**config.mk**
```make
export PLATFORM = sky130hd
export DESIGN_NAME = hawk_walk_timer
export DESIGN_NICKNAME = d
export VERILOG_FILES = /design/src/rtl/hawk_walk_timer_pkg.sv /design/src/rtl/hawk_walk_timer_tick.sv /design/src/rtl/hawk_walk_timer.sv
export SDC_FILE = /design/constraint.sdc
export NUM_CORES = 1
export LEC_CHECK = 0
export ABC_AREA = 1
export CORE_MARGIN = 1
export CORE_UTILIZATION = 35
export DETAILED_ROUTE_END_ITERATION = 8
export GPL_TIMING_DRIVEN = 1
export REMOVE_ABC_BUFFERS = 1
export SLEW_MARGIN = 10
export SYNTH_ARGS = -nofsm -noshare
export SYNTH_HDL_FRONTEND = slang
export SYNTH_SLANG_ARGS = --single-unit
```
**constraint.sdc**
```tcl
create_clock -name clk -period 4.28 [get_ports clk]
set_input_delay 0.642 -clock clk [delete_from_list [all_inputs] [get_ports clk]]
set_output_delay 0.642 -clock clk [all_outputs]
set_load 0.03 [all_outputs]
```
**src/rtl/hawk_walk_timer_pkg.sv**
```systemverilog
// ----------------------------------------------------------------------------
// hawk_walk_timer_pkg
// Shared definitions for the HAWK walk-interval timer and the HAWK sequencing
// FSM: timer state encodings, default timing parameters and the binary-to-BCD
// helper used by the countdown display path.
// Ports: none (package).
// ----------------------------------------------------------------------------
package hawk_walk_timer_pkg;

  // Default timing: 100 MHz clock, 15 s walk interval.
  localparam int DEF_TICK_DIV  = 100_000_000;
  localparam int DEF_WALK_SECS = 15;

  // Encodings are shared with the sequencing FSM; keep them fixed.
  typedef enum logic [1:0] {
    ST_IDLE = 2'd0,
    ST_RUN  = 2'd1,
    ST_DONE = 2'd2
  } timer_state_e;

  // Binary 0..63 to two BCD digits {tens, ones} by repeated compare/subtract.
  // Six passes are enough because 63 needs at most six subtractions of 10.
  function automatic logic [7:0] bin_to_bcd(input logic [5:0] v);
    logic [5:0] rem;
    logic [3:0] tens;
    rem  = v;
    tens = 4'd0;
    for (int i = 0; i < 6; i++) begin
      if (rem >= 6'd10) begin
        rem  = rem - 6'd10;
        tens = tens + 4'd1;
      end else begin
        rem  = rem;
      end
    end
    return {tens, rem[3:0]};
  endfunction

endpackage

```
**src/rtl/hawk_walk_timer_tick.sv**
```systemverilog
// ----------------------------------------------------------------------------
// hawk_tick_prescaler
// Divides clk down to a one-cycle tick every TICK_DIV enabled cycles.
// Ports:
//   clk   in  system clock
//   reset in  asynchronous active-low reset
//   en    in  count enable; counter holds when low
//   clr   in  synchronous clear of the counter
//   tick  out high in the enabled cycle where the counter sits at TICK_DIV-1
// ----------------------------------------------------------------------------
module hawk_tick_prescaler
  import hawk_walk_timer_pkg::*;
#(
  parameter int TICK_DIV = DEF_TICK_DIV
) (
  input  logic clk,
  input  logic reset,
  input  logic en,
  input  logic clr,
  output logic tick
);

  localparam int PW = (TICK_DIV > 1) ? $clog2(TICK_DIV) : 1;
  localparam logic [PW-1:0] LAST = PW'(TICK_DIV - 1);

  logic [PW-1:0] cnt_q;
  logic [PW-1:0] cnt_d;

  // Next-count and tick decode.
  always_comb begin
    cnt_d = cnt_q;
    tick  = en && (cnt_q == LAST);
    if (clr) begin
      cnt_d = '0;
    end else if (en) begin
      if (cnt_q == LAST) begin
        cnt_d = '0;
      end else begin
        cnt_d = cnt_q + {{(PW-1){1'b0}}, 1'b1};
      end
    end else begin
      cnt_d = cnt_q;
    end
  end

  // Prescaler counter register.
  always_ff @(posedge clk or negedge reset) begin
    if (!reset) begin
      cnt_q <= '0;
    end else begin
      cnt_q <= cnt_d;
    end
  end

endmodule

```
**src/rtl/hawk_walk_timer.sv**
```systemverilog
// ----------------------------------------------------------------------------
// hawk_walk_timer
// Walk-interval timer beside the HAWK sequencing FSM. Runs while inc_count is
// high, pauses while it is low, and raises count once WALK_SECS seconds of
// run time have elapsed. count is held until clr_count. Also provides the
// seconds remaining for the pedestrian countdown display.
// Optional feature macro: HAWK_COUNTDOWN_BCD_EN (registered BCD digits of
// secs_left on bcd_tens / bcd_ones; when undefined both are constant 0).
// Ports:
//   clk        in  system clock
//   reset      in  asynchronous active-low reset
//   clr_count  in  synchronous clear (highest priority)
//   inc_count  in  run/advance while high
//   count      out walk interval elapsed (registered, sticky until clear)
//   tick       out one-cycle pulse on each counted second
//   secs_left  out WALK_SECS minus elapsed seconds (registered)
//   bcd_tens   out tens digit of secs_left
//   bcd_ones   out ones digit of secs_left
// ----------------------------------------------------------------------------
module hawk_walk_timer
  import hawk_walk_timer_pkg::*;
#(
  parameter int TICK_DIV  = DEF_TICK_DIV,
  parameter int WALK_SECS = DEF_WALK_SECS,
  parameter int SEC_W     = 6
) (
  input  logic             clk,
  input  logic             reset,
  input  logic             clr_count,
  input  logic             inc_count,
  output logic             count,
  output logic             tick,
  output logic [SEC_W-1:0] secs_left,
  output logic [3:0]       bcd_tens,
  output logic [3:0]       bcd_ones
);

  generate
    if (WALK_SECS < 1 || WALK_SECS > 63) begin : g_bad_walk_secs
      $error("hawk_walk_timer: WALK_SECS must be 1..63");
    end
    if (TICK_DIV < 2) begin : g_bad_tick_div
      $error("hawk_walk_timer: TICK_DIV must be >= 2");
    end
    if (SEC_W < 6) begin : g_bad_sec_w
      $error("hawk_walk_timer: SEC_W must be >= 6");
    end
  endgenerate

  localparam logic [SEC_W-1:0] WS      = SEC_W'(WALK_SECS);
  localparam logic [SEC_W-1:0] WS_LAST = SEC_W'(WALK_SECS - 1);

  timer_state_e     state_q, state_d;
  logic [SEC_W-1:0] elapsed_q, elapsed_d;
  logic [SEC_W-1:0] secs_left_q, secs_left_d;
  logic             count_q, count_d;
  logic             presc_en_s;
  logic             tick_s;

  // Prescaler only advances while running and not being cleared; frozen in DONE.
  assign presc_en_s = inc_count && !clr_count && (state_q != ST_DONE);

  hawk_tick_prescaler #(
    .TICK_DIV (TICK_DIV)
  ) u_prescaler (
    .clk   (clk),
    .reset (reset),
    .en    (presc_en_s),
    .clr   (clr_count),
    .tick  (tick_s)
  );

  assign tick = tick_s;

  // Next-state and elapsed-seconds logic; clear beats everything.
  always_comb begin
    state_d   = state_q;
    elapsed_d = elapsed_q;
    count_d   = count_q;
    if (clr_count) begin
      state_d   = ST_IDLE;
      elapsed_d = '0;
      count_d   = 1'b0;
    end else begin
      case (state_q)
        ST_IDLE: begin
          if (inc_count) begin
            state_d = ST_RUN;
          end else begin
            state_d = ST_IDLE;
          end
        end
        ST_RUN: begin
          if (tick_s) begin
            if (elapsed_q == WS_LAST) begin
              elapsed_d = WS;
              state_d   = ST_DONE;
              count_d   = 1'b1;
            end else begin
              elapsed_d = elapsed_q + {{(SEC_W-1){1'b0}}, 1'b1};
            end
          end else begin
            elapsed_d = elapsed_q;
          end
        end
        ST_DONE: begin
          count_d = 1'b1;
        end
        default: begin
          state_d   = ST_IDLE;
          elapsed_d = '0;
          count_d   = 1'b0;
        end
      endcase
    end
    // elapsed never exceeds WALK_SECS, so this cannot underflow.
    secs_left_d = WS - elapsed_d;
  end

  // Timer state registers.
  always_ff @(posedge clk or negedge reset) begin
    if (!reset) begin
      state_q     <= ST_IDLE;
      elapsed_q   <= '0;
      count_q     <= 1'b0;
      secs_left_q <= WS;
    end else begin
      state_q     <= state_d;
      elapsed_q   <= elapsed_d;
      count_q     <= count_d;
      secs_left_q <= secs_left_d;
    end
  end

  assign count     = count_q;
  assign secs_left = secs_left_q;

`ifdef HAWK_COUNTDOWN_BCD_EN
  localparam logic [7:0] WS_BCD = bin_to_bcd(6'(WALK_SECS));

  logic [3:0] bcd_tens_q, bcd_ones_q;
  logic [7:0] bcd_d;

  // Convert the next secs_left so digits update on the same edge.
  always_comb begin
    bcd_d = bin_to_bcd(secs_left_d[5:0]);
  end

  // BCD digit registers.
  always_ff @(posedge clk or negedge reset) begin
    if (!reset) begin
      bcd_tens_q <= WS_BCD[7:4];
      bcd_ones_q <= WS_BCD[3:0];
    end else begin
      bcd_tens_q <= bcd_d[7:4];
      bcd_ones_q <= bcd_d[3:0];
    end
  end

  assign bcd_tens = bcd_tens_q;
  assign bcd_ones = bcd_ones_q;
`else
  assign bcd_tens = 4'h0;
  assign bcd_ones = 4'h0;
`endif

endmodule
```
==> Word level (Yosys, flattened, before mapping) <==
Cells that the tools add are included.
Widths: inputs -> output; s select.
{ "word_totals": {"word_cells": 42, "input_bits": 4, "out_inout_bits": 16, "regBits": 42} }
{ "op_classes": {"n_reduce_logical": 9, "n_mux": 16, "add_sub_neg": 3, "n_eq_ne": 9} }
{ "op_table": {"columns": ["cell", "count"], "rows": [
  ["$mux 27", 3],
  ["$add 27x1->27 const B", 1],
  ["$eq 27x27->1 const B", 1],
  ["$mux 6", 3],
  ["$pmux 6 s2", 1],
  ["$add 6x1->6 const B", 1],
  ["$eq 6x4->1 const B", 1],
  ["$mux 2", 3],
  ["$ne 2x2->1 const B", 3],
  ["$ne 3x3->1 const B", 2],
  ["$pmux 2 s3", 1],
  ["$reduce_and 3->1", 2],
  ["$sub 4x6->6 const A", 1],
  ["$mux 1", 4],
  ["$logic_and 1x1->1", 3],
  ["$pmux 1 s3", 1],
  ["$eq 2x1->1 const B", 1],
  ["$eq 2x2->1 const B", 1],
  ["$logic_not 2->1", 1],
  ["$reduce_bool 2->1", 1],
  ["$reduce_or 2->1", 1],
  ["$logic_not 1->1", 1]
]} }

==> Longest topological paths before layout <==
{ "logic_depth": {"depth_word": 8, "depth_mapped": 14, "ltp_nobuf": 14} }

==> Cells and area by module <==
From an unflattened synthesis, not the netlist that was laid out.
{ "unflattened": {"cells_unflattened": 369, "area_unflattened_um2": 2610.0} }
{ "modules_own_cells": {"columns": ["mod", "area_per_inst_um2", "n_inst", "seq_area_each_um2", "cells_per_inst"], "rows": [
  ["hawk_tick_prescaler", 1701.6, 1, 675.6, 257],
  ["hawk_walk_timer", 908.4, 1, 355.3, 112]
]} }

==> Worst setup path after synthesis <==
OpenSTA, ideal clock, no wires.
{ "synth_timing": {"kind": "input -> output", "startpoint": "input port clr_count", "endpoint": "output port tick", "path_stages": 5, "arrival_time_ns": 1.435, "slack_ns": 2.203, "required_time_ns": 3.638, "n_path_buf": 0, "path_cell_list": "inv_2 nand2_1 nor2_4 inv_1 nor2_2"} }
{ "synth_between": {"elab_chain_cells": 4} }
{ "synth_rtl": {"columns": ["item", "line", "text"], "rows": [
  ["from (decl)", "hawk_walk_timer.sv:29", "input logic clr_count,"],
  ["$logic_not 1->1", "hawk_walk_timer.sv:61", "assign presc_en_s = inc_count && !clr_count && (state_q != ST_DONE);"],
  ["$logic_and 1x1->1 (2 in series)", "hawk_walk_timer.sv:61", null],
  ["$logic_and 1x1->1", "hawk_walk_timer_tick.sv:32", "tick = en && (cnt_q == LAST);"],
  ["to (decl)", "hawk_walk_timer.sv:32", "output logic tick,"]
]} }
Every way passes these cells.

==> Worst setup path after layout <==
Ends and elaborated chain as after synthesis.

==> out/qor.yml <==
power_and_ir_drop:
  ir_worst_vdd_uv: 194
  netSwitchingPower_mw: 0.250
  power.leakage_nw: 1.39
  clockPowerShare_pct: 37.9
  p_per_area_nw_per_um2: 293
  combPwrFrac_pct: 14.9
  intPower_mw: 0.625
  swShare_pct: 28.6
  p_seq_share_pct: 47.3
routing:
  drtAntennaViolNets: 0
  vias: 2335
  vias_per_cell: 4.80
  drt_first_pass_iters: 4
  drtIter0Drc: 92
  routedWlPerCell_um: 12.1
  drc_errors: 0
  drt-total-wl_um: 5870
synthesis:
  synth_cells: 374
  synth-simple-area-share_pct: 32.2
  synth_xor_area_share_pct: 3.56
  synth_compound_area_share_pct: 10.9
  postSynthRegisterBits: 41
  syn-cell-area_um2: 2700
  synth_edf_count: 0
  synth.area.mux_share_pct: 0
  async_flop_share_pct: 100
  synth_cell_types: 33
  synth_fa_ha_area_share_pct: 3.70
  seq_area_frac_synth_pct: 38.1
  synth_top_family_by_area: "simple AND/OR/NAND/NOR gates"
  synthFlopType: "dfrtp_1"
  avgSynthCellArea_um2: 7.23
  ys_warn_count: 0
grt:
  grt_use_total_pct: 15.8
  grt_pass1_vias: 2313
  antenna_found_initial: 0
  grt_pass1_wl_um: 10300
  grt_start_max_net_pins: 42
  grt_overflow: 0
placement:
  dp_cells: 478
  port_buffers: 11
  gp_congestion: 0.804
  dpl.hpwl_um: 4440
  place_area_um2: 2870
final_layout:
  area_delta_synth_final_pct: 10.6
  drive_above_1_share_pct: 11.1
  nets: 398
  finalInstanceArea_um2: 2990
  n_antenna_cell: 0
  final_cells: 486
  fill_cells: 790
  fin_util_pct: 40.6
setup_path:
  crit_arrival_ps: 2610
  path_max_fanout: 10
  regToRegSetupSlack_ps: 2140
  startpoint_type: "input pin"
  cp.required_ps: 3640
  setup.worst_path.end_class: "output port"
  path_class: "input pin to output port"
die:
  fp-row-count: 31
  chipHeight_um: 89.9
  die_x_um: 89.9
  core_um2: 7370
  die_area_um2: 8080
  ios: 20
  start_util_pct: 36.7
clock_network:
  cts_setup_buffers: 0
  cts_max_path_buffers: 2
  htreeDepth: 2
  cts_tree: "yes"
  cts.repair.resized: 0
  clock_sink_count: 41
  clk_latency_ps: 300
  cts-root-buf: "clkbuf_8"
  numCtsBuffers: 5
  ctsHoldBuffers: 0
  clk_pin_slew_worst_paths_ps: 80
sta:
  slew_headroom_pct: 39.0
  fmax_ghz: 0.308
  min_period_ps: 3250
  timing.final.crit_share_pct: 75.9
  worst-slew-pin-transition_ps: 915
  drv_slew: 0
  setup_violations: 0
  skew_ps: 7.24
  rsz0062_at_grt: "false"
  setup_tns_ps: 0
  hold_viol_final: 0
worst_hold_path:
  worst_hold_path_type: "input pin to asynchronous set/reset pin"
job:
  max_cap_viol_count: 0
status:
  status: "complete, no violations"
## path summary, 6_finish.rpt
check | cells after the start | start | end
max | 7 | clr_count | tick
min | 1 | reset | u_prescaler.cnt_q[7]
max reg2reg | 7 | state_q[0] | u_prescaler.cnt_q[2]
min reg2reg | 2 | count | count
max in group asynchronous | 1 | reset | elapsed_q[1]
min in group clk | 2 | count | count
## state kept, by name, indices dropped and copies added (netlist names)
name,cells
count,1
elapsed_q,5
secs_left,6
state_q,2
u_prescaler.cnt_q,27
## worst max-delay path, cell delays in order
cell	delay, ps
clkdlybuf4s50_1	490
inv_2	160
nand2_1	110
nor2_4	230
inv_1	100
nor2_2	170
clkdlybuf4s50_1	690
## cells by family after synthesis
logic type / after synthesis
AND/OR/NAND/NOR: 190
buffers and inverters: 71
AO/OA/AOI/OAI: 52
flip-flops: 41
XOR/XNOR: 11
adder cells (fa/ha/maj): 8
other: 1
## power by group through the flow
stage,clock network (mW),logic [mW],registers (mW)
final,0.332,0.130,0.414
after global routing,0.351,0.148,0.416
after CTS,0.338,0.132,0.414
after detailed placement,0,0.132,0.421
after global placement,0,0.129,0.421
after floorplan,0,0.0823,0.424
## routing by layer
| layer | GRT usage [%] | vias up | wire, um |
|---|---|---|---|
| met5 | 0 | - | 0 |
| met4 | 4.44 | 0 | 74 |
| met3 | 2.96 | 7 | 216 |
| met2 | 27.2 | 33 | 2720 |
| met1 | 20.2 | 1098 | 2860 |
| li1 | - | 1197 | - |
## cells in the final DEF (no fill, tap or decap), types with 10 or more instances in the layout
cell type and n:
dfrtp_1 37, o21ai_0 15, xor2_1 11, nand2_1 95, a21oi_1 10, clkdlybuf4s50_1 10
nand3_1 24, o22ai_1 13, inv_1 52, nor2_1 34
## cell usage after synthesis, types with 2 or more instances
cell,instances,area [um^2]
a21oi_1,10,50.1
a31oi_1,2,12.5
buf_2,3,15.0
buf_4,10,75.1
dfrtp_1,37,926
dfstp_2,4,105
ha_1,8,100
inv_1,52,195
inv_2,6,22.5
nand2_1,95,357
nand2_2,7,43.8
nand3_1,24,120
nand4_1,6,37.5
nor2_1,34,128
nor2_2,7,43.8
nor2_4,4,45.0
nor3_1,7,35.0
o21ai_0,15,75.1
o21ai_1,7,35.0
o22ai_1,13,81.3
xor2_1,11,96.3
## stage by stage
| step | power, mW | hold WS (ps) | setup slack (ps) |
|---|---|---|---|
| floorplan | 0.507 | 346 | 2200 |
| global placement | 0.550 | 486 | 1080 |
| detailed placement | 0.553 | 482 | 1020 |
| CTS | 0.884 | 505 | 1010 |
| global route | 0.915 | 521 | 894 |
| finish | 0.875 | 469 | 1030 |
## layout make-up
| type | instances | area, um^2 | area share, % |
|---|---|---|---|
| Sequential cell | 41 | 1030 | 34.5 |
| Inverter | 58 | 218 | 7.28 |
| Tap cell | 99 | 124 | 4.14 |
| Multi-Input combinational cell | 269 | 1390 | 46.5 |
| Clock buffer | 6 | 82.6 | 2.76 |
| Timing Repair Buffer | 11 | 105 | 3.52 |
| Clock inverter | 2 | 37.5 | 1.26 |
No activity file was read; power rests on OpenSTA's default activity.
